<file path="src/rtl/router_fsm_multi.sv">
// rtl/router_fsm_multi.sv - parametrised router control FSM with out-of-range drop path
// Latches the destination at header time and qualifies FIFO status and soft resets against it.
module router_fsm_multi #(
    parameter int NUM_PORTS  = 3,
    parameter int ADDR_W     = 2,
    parameter int DROP_CNT_W = 8
) (
    input  logic                  clock,
    input  logic                  reset,
    input  logic                  pkt_valid,
    input  logic [ADDR_W-1:0]     data_in,
    input  logic [NUM_PORTS-1:0]  fifo_empty,
    input  logic                  fifo_full,
    input  logic [NUM_PORTS-1:0]  soft_reset,
    input  logic                  parity_done,
    input  logic                  low_pkt_valid,
    output logic [NUM_PORTS-1:0]  dest_sel,
    output logic                  detect_add,
    output logic                  lfd_state,
    output logic                  ld_state,
    output logic                  full_state,
    output logic                  laf_state,
    output logic                  rst_int_reg,
    output logic                  write_enb_reg,
    output logic                  busy,
    output logic                  drop_state,
    output logic [DROP_CNT_W-1:0] drop_count
);

    typedef enum logic [3:0] {
        DECODE_ADDRESS     = 4'd0,
        WAIT_TILL_EMPTY    = 4'd1,
        LOAD_FIRST_DATA    = 4'd2,
        LOAD_DATA          = 4'd3,
        FIFO_FULL_STATE    = 4'd4,
        LOAD_AFTER_FULL    = 4'd5,
        LOAD_PARITY        = 4'd6,
        CHECK_PARITY_ERROR = 4'd7,
        DROP_PACKET        = 4'd8,
        DROP_PARITY        = 4'd9
    } state_t;

    localparam logic [ADDR_W:0]     PORT_LIMIT = (ADDR_W + 1)'(NUM_PORTS);
    localparam logic [NUM_PORTS-1:0] PORT0     = NUM_PORTS'(1);
    localparam logic [DROP_CNT_W-1:0] DROP_MAX = '1;

    state_t               state;
    logic [NUM_PORTS-1:0] hdr_onehot;
    logic                 addr_in_range;
    logic                 hdr_empty;
    logic                 sel_empty;
    logic                 sr;

    assign hdr_onehot    = PORT0 << data_in;
    assign addr_in_range = {1'b0, data_in} < PORT_LIMIT;
    assign hdr_empty     = |(fifo_empty & hdr_onehot);
    // dest_sel is one-hot (or zero), so masking picks out only the latched port's flags
    assign sel_empty     = |(fifo_empty & dest_sel);
    assign sr            = |(soft_reset & dest_sel);

    always_ff @(posedge clock or posedge reset) begin
        if (reset) begin
            state      <= DECODE_ADDRESS;
            dest_sel   <= '0;
            drop_count <= '0;
        end else begin
            case (state)
                DECODE_ADDRESS: begin
                    if (pkt_valid) begin
                        if (addr_in_range) begin
                            dest_sel <= hdr_onehot;
                            state    <= hdr_empty ? LOAD_FIRST_DATA : WAIT_TILL_EMPTY;
                        end else begin
                            dest_sel <= '0;
                            state    <= DROP_PACKET;
                        end
                    end
                end
                DROP_PACKET: begin
                    if (!pkt_valid) state <= DROP_PARITY;
                end
                DROP_PARITY: begin
                    state <= DECODE_ADDRESS;
                    if (drop_count != DROP_MAX) drop_count <= drop_count + 1'b1;
                end
                default: begin
                    if (sr) begin
                        state    <= DECODE_ADDRESS;
                        dest_sel <= '0;
                    end else begin
                        case (state)
                            WAIT_TILL_EMPTY:    if (sel_empty) state <= LOAD_FIRST_DATA;
                            LOAD_FIRST_DATA:    state <= LOAD_DATA;
                            LOAD_DATA: begin
                                if (fifo_full)       state <= FIFO_FULL_STATE;
                                else if (!pkt_valid) state <= LOAD_PARITY;
                            end
                            FIFO_FULL_STATE:    if (!fifo_full) state <= LOAD_AFTER_FULL;
                            LOAD_AFTER_FULL: begin
                                if (parity_done)        state <= DECODE_ADDRESS;
                                else if (low_pkt_valid) state <= LOAD_PARITY;
                                else                    state <= LOAD_DATA;
                            end
                            LOAD_PARITY:        state <= CHECK_PARITY_ERROR;
                            CHECK_PARITY_ERROR: state <= fifo_full ? FIFO_FULL_STATE : DECODE_ADDRESS;
                            default:            state <= DECODE_ADDRESS;
                        endcase
                    end
                end
            endcase
        end
    end

    assign detect_add    = (state == DECODE_ADDRESS);
    assign lfd_state     = (state == LOAD_FIRST_DATA);
    assign ld_state      = (state == LOAD_DATA);
    assign full_state    = (state == FIFO_FULL_STATE);
    assign laf_state     = (state == LOAD_AFTER_FULL);
    assign rst_int_reg   = (state == CHECK_PARITY_ERROR);
    assign write_enb_reg = (state == LOAD_DATA) || (state == LOAD_AFTER_FULL) || (state == LOAD_PARITY);
    assign drop_state    = (state == DROP_PACKET) || (state == DROP_PARITY);
    assign busy          = !((state == DECODE_ADDRESS) || (state == LOAD_DATA) ||
                             (state == DROP_PACKET) || (state == DROP_PARITY));

endmodule

</file>
<file path="config.mk">
export PLATFORM = sky130hd
export DESIGN_NAME = router_fsm_multi
export DESIGN_NICKNAME = d
export VERILOG_FILES = /design/src/rtl/router_fsm_multi.sv
export SDC_FILE = /design/constraint.sdc
export NUM_CORES = 1
export LEC_CHECK = 0
export ABC_CLOCK_PERIOD_IN_PS = 1850
export BUFFER_PORTS_ARGS = -buffer_cell sky130_fd_sc_hd__buf_2
export CAP_MARGIN = 10
export CELL_PAD_IN_SITES_DETAIL_PLACEMENT = 0
export CELL_PAD_IN_SITES_GLOBAL_PLACEMENT = 1
export CORE_MARGIN = 4
export CORE_UTILIZATION = 36
export CTS_CLUSTER_SIZE = 12
export DETAILED_ROUTE_END_ITERATION = 12
export PLACE_DENSITY_LB_ADDON = 0.1
export SLEW_MARGIN = 40
export SYNTH_ARGS = -nofsm -noshare
export SYNTH_HDL_FRONTEND = slang
export SYNTH_SLANG_ARGS = --single-unit
</file>
<file path="constraint.sdc">
create_clock -name clock -period 1.85 [get_ports clock]
set_input_delay 0.0925 -clock clock [delete_from_list [all_inputs] [get_ports clock]]
set_output_delay 0.0925 -clock clock [all_outputs]
set_load 0.02 [all_outputs]
</file>
---- After elaboration in Yosys (flattened, before gate mapping) ----
Cells that the tools add are included.
operators by class
  bitwise operators ....................... 4
  reduce and logical (&&, ||, !) cells .... 16
  $add $sub $neg .......................... 1
  shifts and indexed selects .............. 1
  muxes and demuxes ....................... 18
  $lt $le $gt $ge ......................... 1
  equal/unequal tests ..................... 15
operator list
  cell                                                    number
  2-to-1 mux 4 bit                                        8
  one-hot mux 4 bit (7 select lines)                      1
  2-to-1 mux 3 bit                                        6
  == test 4 x 3 -> 1 bit (second input constant)          4
  one-hot mux 4 bit (3 select lines)                      1
  bitwise AND 3 bit                                       3
  OR reduction 3 bit                                      3
  adder 8 x 1 -> 8 bit (second input constant)            1
  == test 4 x 2 -> 1 bit (second input constant)          2
  == test 4 bit (second input constant)                   2
  inequality test 8 bit (second input constant)           1
  logical OR 1 bit                                        6
  inequality test 6 x 3 -> 1 bit (second input constant)  1
  inequality test 6 x 4 -> 1 bit (second input constant)  1
  inequality test 6 bit (second input constant)           1
  one-hot mux 3 bit (2 select lines)                      1
  AND reduction 5 bit                                     1
  == test 4 x 1 -> 1 bit (second input constant)          1
  logical NOT 4 bit                                       1
  inequality test 2 bit (second input constant)           2
  AND reduction 3 bit                                     1
  left shift 1 x 2 -> 3 bit (first input constant)        1
  < comparator 2 bit (second input constant)              1
  2-to-1 mux 2 bit                                        1
  other kinds (5)                                         5
word-level totals
  input port bits ......................... 14
  bits in registers ....................... 15

---- Longest topological paths before layout ----
  word-level depth ........................ 7
  depth in mapped cells ................... 6
  gate-level depth less buffers ........... 5

---- Worst setup path before layout ----
No wires, ideal clock.
  kind .................................... register to register
  start ................................... register dest_sel[1]
  end ..................................... register state[0]
  cell stages (with the launch flop) ...... 6
  data required time ...................... 1.723 ns
  clock period less this slack ............ 1.682 ns
  setup slack ............................. 0.168 ns
  arrival ................................. 1.554 ns
  cell sequence ........................... dfrtp_1 > a22oi_1 > nand2_1 > a311o_2 > o21ai_2 > mux2_1
on the way
  longest elaborated chain between the ends .. 4
ends and longest elaborated chain
  what                                                                                               RTL line  source
  start, declared                                                                                    17        output logic [NUM_PORTS-1:0] dest_sel,
  start signal, assigned                                                                             71        dest_sel <= hdr_onehot;
  bitwise AND 3 bit, on equally long branches                                                        58, 59
  OR reduction 3 bit, on equally long branches                                                       58, 59
  inequality test 6 bit (no source line), or another cell as far along                               -
  AND reduction 5 bit (no source line) / one-hot mux 4 bit (3 select lines) (equally long branches)  -
  end signal, assigned                                                                               72        state <= hdr_empty ? LOAD_FIRST_DATA : WAIT_TILL_EMPTY;
  end signal, assigned                                                                               105       CHECK_PARITY_ERROR: state <= fifo_full ? FIFO_FULL_STATE : DECODE_ADDRESS;
  end, declared                                                                                      47        state_t state;
Several ways; a longest one is shown, not always the timed one.
A chain may end at the register's enable or synchronous reset.

---- Worst setup path after layout ----
  start ................................... register state[0]
  end ..................................... register state[0]
on the way
  longest elaborated chain between the ends .. 4
ends and longest elaborated chain
  what                                                  RTL line  source
  == test 4 x 3 -> 1 bit, or another cell as far along  91        case (state)
  one-hot mux 4 bit (7 select lines)                    91
  2-to-1 mux 4 bit                                      87        if (sr) begin
  one-hot mux 4 bit (3 select lines)                    67        case (state)
Several ways; a longest one is shown, not always the timed one.

==> out/qor.csv <==
stage,metric,value,unit
job,max-cap violation count,0,
clock_tree,clk buf depth,2,
global_route,initial antenna violation count,0,
timing,Final Max Slew Viols,0,
timing,final-report setup violation count,0,
route,drt via density,5.13,
power,Lkg Pwr,0.669,nW
timing,largest clock skew in the final design,0.00715,ns
logic_synthesis,sequential fraction of the synthesis area,37.3,%
route,total DRC errors in the routed layout,0,
timing,setup repair after global routing missed its margin,false,
timing,highest achievable clock rate,575,MHz
cells_and_area,"most common cell after layout, fill and taps aside",sky130_fd_sc_hd__buf_2,
critical_path,CP Data Arrival Time,1.91,ns
logic_synthesis,top cells by area in the synthesized netlist,"sky130_fd_sc_hd__dfrtp_1 (37%), sky130_fd_sc_hd__xor2_1 (7.0%), sky130_fd_sc_hd__mux2_2 (5.6%)",
cells_and_area,Final #Nets,172,
route,wire length per cell after detailed routing,13.6,um
logic_synthesis,number of instances in the synthesized netlist,116,
power,internal power,0.00100,W
logic_synthesis,area share of the largest cell type after synthesis,37.3,%
cells_and_area,Antenna Cells,0,
cells_and_area,FILL cells,270,
logic_synthesis,number of library cell types mapped by synthesis,37,
route,Detail Route Antenna Nets,0,
global_route,overall global routing resource usage,14.6,%
global_route,GR Overflow Total,0,
clock_tree,clk sink count,15,
logic_synthesis,xor/xnor share of the synthesized area,8.70,%
clock_tree,TritonCTS clock tree,done,
critical_path,critical path class,reg -> reg,
logic_synthesis,Post-Synthesis Cell Area,1010,um^2
logic_synthesis,most used flip-flop cell after synthesis,sky130_fd_sc_hd__dfrtp_1,
critical_path,worst reg2reg path startpoint,state[0],
critical_path,required time worst endpoint,2.03,ns
hold_path,start point of the worst min-delay path,fifo_full,
floorplan,std cell rows,18,
route,total routed wirelength,2530,um
cells_and_area,Area Growth Syn to Fin,25.8,%
power,register share of total power,28.9,%
cells_and_area,post-layout instance area,1270,um^2
placement,gpl congestion,0.817,
logic_synthesis,post-synthesis net count,131,
route,detailed-router iteration count before antenna repair,4,
logic_synthesis,average cell area after synthesis,8.68,um^2
clock_tree,maximum level of the CTS H-tree,1,
critical_path,endpoint class of the critical path,register,
critical_path,slack of the worst reg-to-reg path,0.11,ns
logic_synthesis,adder and majority gate portion of the synthesized area,1.24,%
global_route,maximum number of pins on one net before global-route repair,16,
cells_and_area,"commonest cells after routing, fill and taps aside","sky130_fd_sc_hd__buf_2 (33), sky130_fd_sc_hd__nor2_1 (14), sky130_fd_sc_hd__nand2_1 (14), sky130_fd_sc_hd__dfrtp_1 (14), sky130_fd_sc_hd__xor2_1 (8)",
route,Detailed Route Iter0 Violations,26,
floorplan,Die Footprint,3710,um^2
clock_tree,cts bufs inserted,3,
logic_synthesis,share of cell area taken by muxes after synthesis,6.71,%
clock_tree,worst skew pair latency,0.28,ns
logic_synthesis,number of register bits inferred by synthesis,15,
global_route,wire length of the first global-routing pass,4160,um
placement,total half-perimeter wirelength after legalization and detailed placement,2030,um
route,via count,955,
placement,Buffers on Ports,33,
floorplan,initial cell density of the core,39.2,%
critical_path,FF-to-FF End,state[0],
hold_path,path type of the worst min-delay path,in -> reg,
clock_tree,clock root buffer master,sky130_fd_sc_hd__clkbuf_4,
logic_synthesis,Async SR Flop Fraction,100,%
cells_and_area,fraction of final layout cells sized beyond drive strength 1,34.6,%
timing,slew at the pin closest to its max-slew limit,0.568,ns
timing,period utilisation layout,94.0,%
logic_synthesis,area fraction in compound gates after synthesis,16.3,%
critical_path,worst reg-to-reg path cell count,5,
global_route,via count of the first global-routing pass,938,
critical_path,critical path peak fanout,8,
floorplan,Chip Height,60.9,um
outcome,outcome,"finished, final reports clean",
timing,Max transition margin,62.1,%
timing,Post-Route Setup TNS,0,ns
power,power dissipated by switching net loads,0.000927,W
floorplan,IO Count,34,
power,power density normalized to cell area,1520,nW/um^2
logic_synthesis,Yosys Warn Count,0,
logic_synthesis,largest family of logic cells by synthesized area,simple AND/OR/NAND/NOR gates,
critical_path,type of element launching the critical path,register,
logic_synthesis,"post-synthesis share of cell area spent on and, or, nand and nor gates",25.0,%
placement,instance area at placement,1230,um^2
logic_synthesis,number of enable-type register cells in the synthesized netlist,0,
power,worst ir drop on vdd,0.714,mV
timing,final critical delay including setup and external delays,1.74,ns
hold_path,Worst Hold Path EP,state[2],
timing,hold violation total from the final report,0,
hold_path,hold path depth,3,
clock_tree,clock-pin slew on the worst setup and hold paths,0.09,ns
floorplan,x dimension of the die,60.9,um
logic_synthesis,library cell occupying the most area in the post-synthesis netlist,sky130_fd_sc_hd__dfrtp_1,
power,Sw Share,48.1,%
power,Comb power frac,61.5,%
power,clock share of power,9.6,%
floorplan,core footprint,2570,um^2
power by group through the flow:
stage	clock network (W)	registers, W	logic, W
2_1_floorplan	0	0.000568	0.000815
3_3_place_gp	0	0.000558	0.00118
3_5_place_dp	0	0.000562	0.00119
4_1_cts	0.000191	0.000557	0.00120
5_1_grt	0.000204	0.000576	0.00130
6_report	0.000184	0.000558	0.00119
metrics by stage:
step                      power (W)  instances  hold WS (ns)  utilization, %  setup WS, ns
final                       0.00193        186         0.117            49.4         0.112
after global routing        0.00208        186         0.122            49.4        0.0194
after CTS                   0.00194        186         0.116            49.3         0.119
after detailed placement    0.00175        181         0.174            47.9         0.119
after global placement      0.00173        181         0.175            47.9         0.166
after floorplan             0.00138        116      -0.00602               -         0.168
worst max-delay path by stage:
| stage | cells past startpoint | end | slack [ns] | startpoint |
|---|---|---|---|---|
| 2_1_floorplan | 5 | state[0] | 0.17 | dest_sel[1] |
| 3_3_place_gp | 5 | state[0] | 0.17 | state[2] |
| 3_5_place_dp | 5 | state[0] | 0.12 | state[2] |
| 4_1_cts | 5 | state[0] | 0.12 | state[0] |
| 5_1_grt | 5 | state[0] | 0.02 | state[0] |
| 6_report | 5 | state[0] | 0.11 | state[0] |
kinds of logic (layout without fill, tap and decap cells):
group	count (synthesis)	in the layout
compound gates	22	22
xor+xnor	10	10
fa+ha+maj	1	1
buf+inv	10	50
flops	15	15
mux	6	6
simple gates	52	52
sequential cells by signal, indices dropped and copies added (netlist names):
| name | cells |
|---|---|
| dest_sel | 3 |
| drop_count | 8 |
| state | 4 |
layer usage:
metal / vias to the layer above / routed length, um / global-route usage [%]
met2: 26 / 1120 / 22.9
met1: 439 / 1240 / 20.5
met4: 0 / 0 / 1.86
li1: 490 / - / -
met3: 0 / 165 / 4.04
met5: - / 0 / 0
worst max-delay path, cell delays in order (launching register included):
cell and delay, ns:
sky130_fd_sc_hd__dfrtp_1 0.48, sky130_fd_sc_hd__nor2_1 0.21, sky130_fd_sc_hd__nand3_1 0.12, sky130_fd_sc_hd__a311o_2 0.43
sky130_fd_sc_hd__o21ai_2 0.07, sky130_fd_sc_hd__mux2_1 0.32
layout make-up:
cell class,count,area (um^2),area share (%)
multi-input combinational,91,583,46.0
timing repair buffer,40,220,17.4
sequential,15,377,29.7
clock inverter,1,5.00,0.395
clock buffer,3,22.5,1.78
inverter,6,22.5,1.78
tap,30,37.5,2.96
cell usage after synthesis, types with 2 or more instances:
master / n
sky130_fd_sc_hd__inv_1: 5
sky130_fd_sc_hd__nand3_1: 5
sky130_fd_sc_hd__nand2_1: 14
sky130_fd_sc_hd__xnor2_1: 2
sky130_fd_sc_hd__a211oi_1: 2
sky130_fd_sc_hd__o21ai_0: 3
sky130_fd_sc_hd__mux2_2: 5
sky130_fd_sc_hd__nand2b_1: 3
sky130_fd_sc_hd__nor3_1: 5
sky130_fd_sc_hd__nand4_1: 2
sky130_fd_sc_hd__xor2_1: 8
sky130_fd_sc_hd__a22oi_1: 4
sky130_fd_sc_hd__nor2_1: 14
sky130_fd_sc_hd__and3_1: 2
sky130_fd_sc_hd__buf_2: 3
sky130_fd_sc_hd__dfrtp_1: 15
sky130_fd_sc_hd__a21oi_1: 3
sky130_fd_sc_hd__and2_1: 2
timing repair:
action | in CTS | in global routing
hold endpoints to repair | 15 | 0
setup endpoints to repair | 0 | 1
hold buffers | 1 | 0
resized for setup | 0 | 1
buffers inserted | 0 | 0
Power figures use the tool's default switching activity.
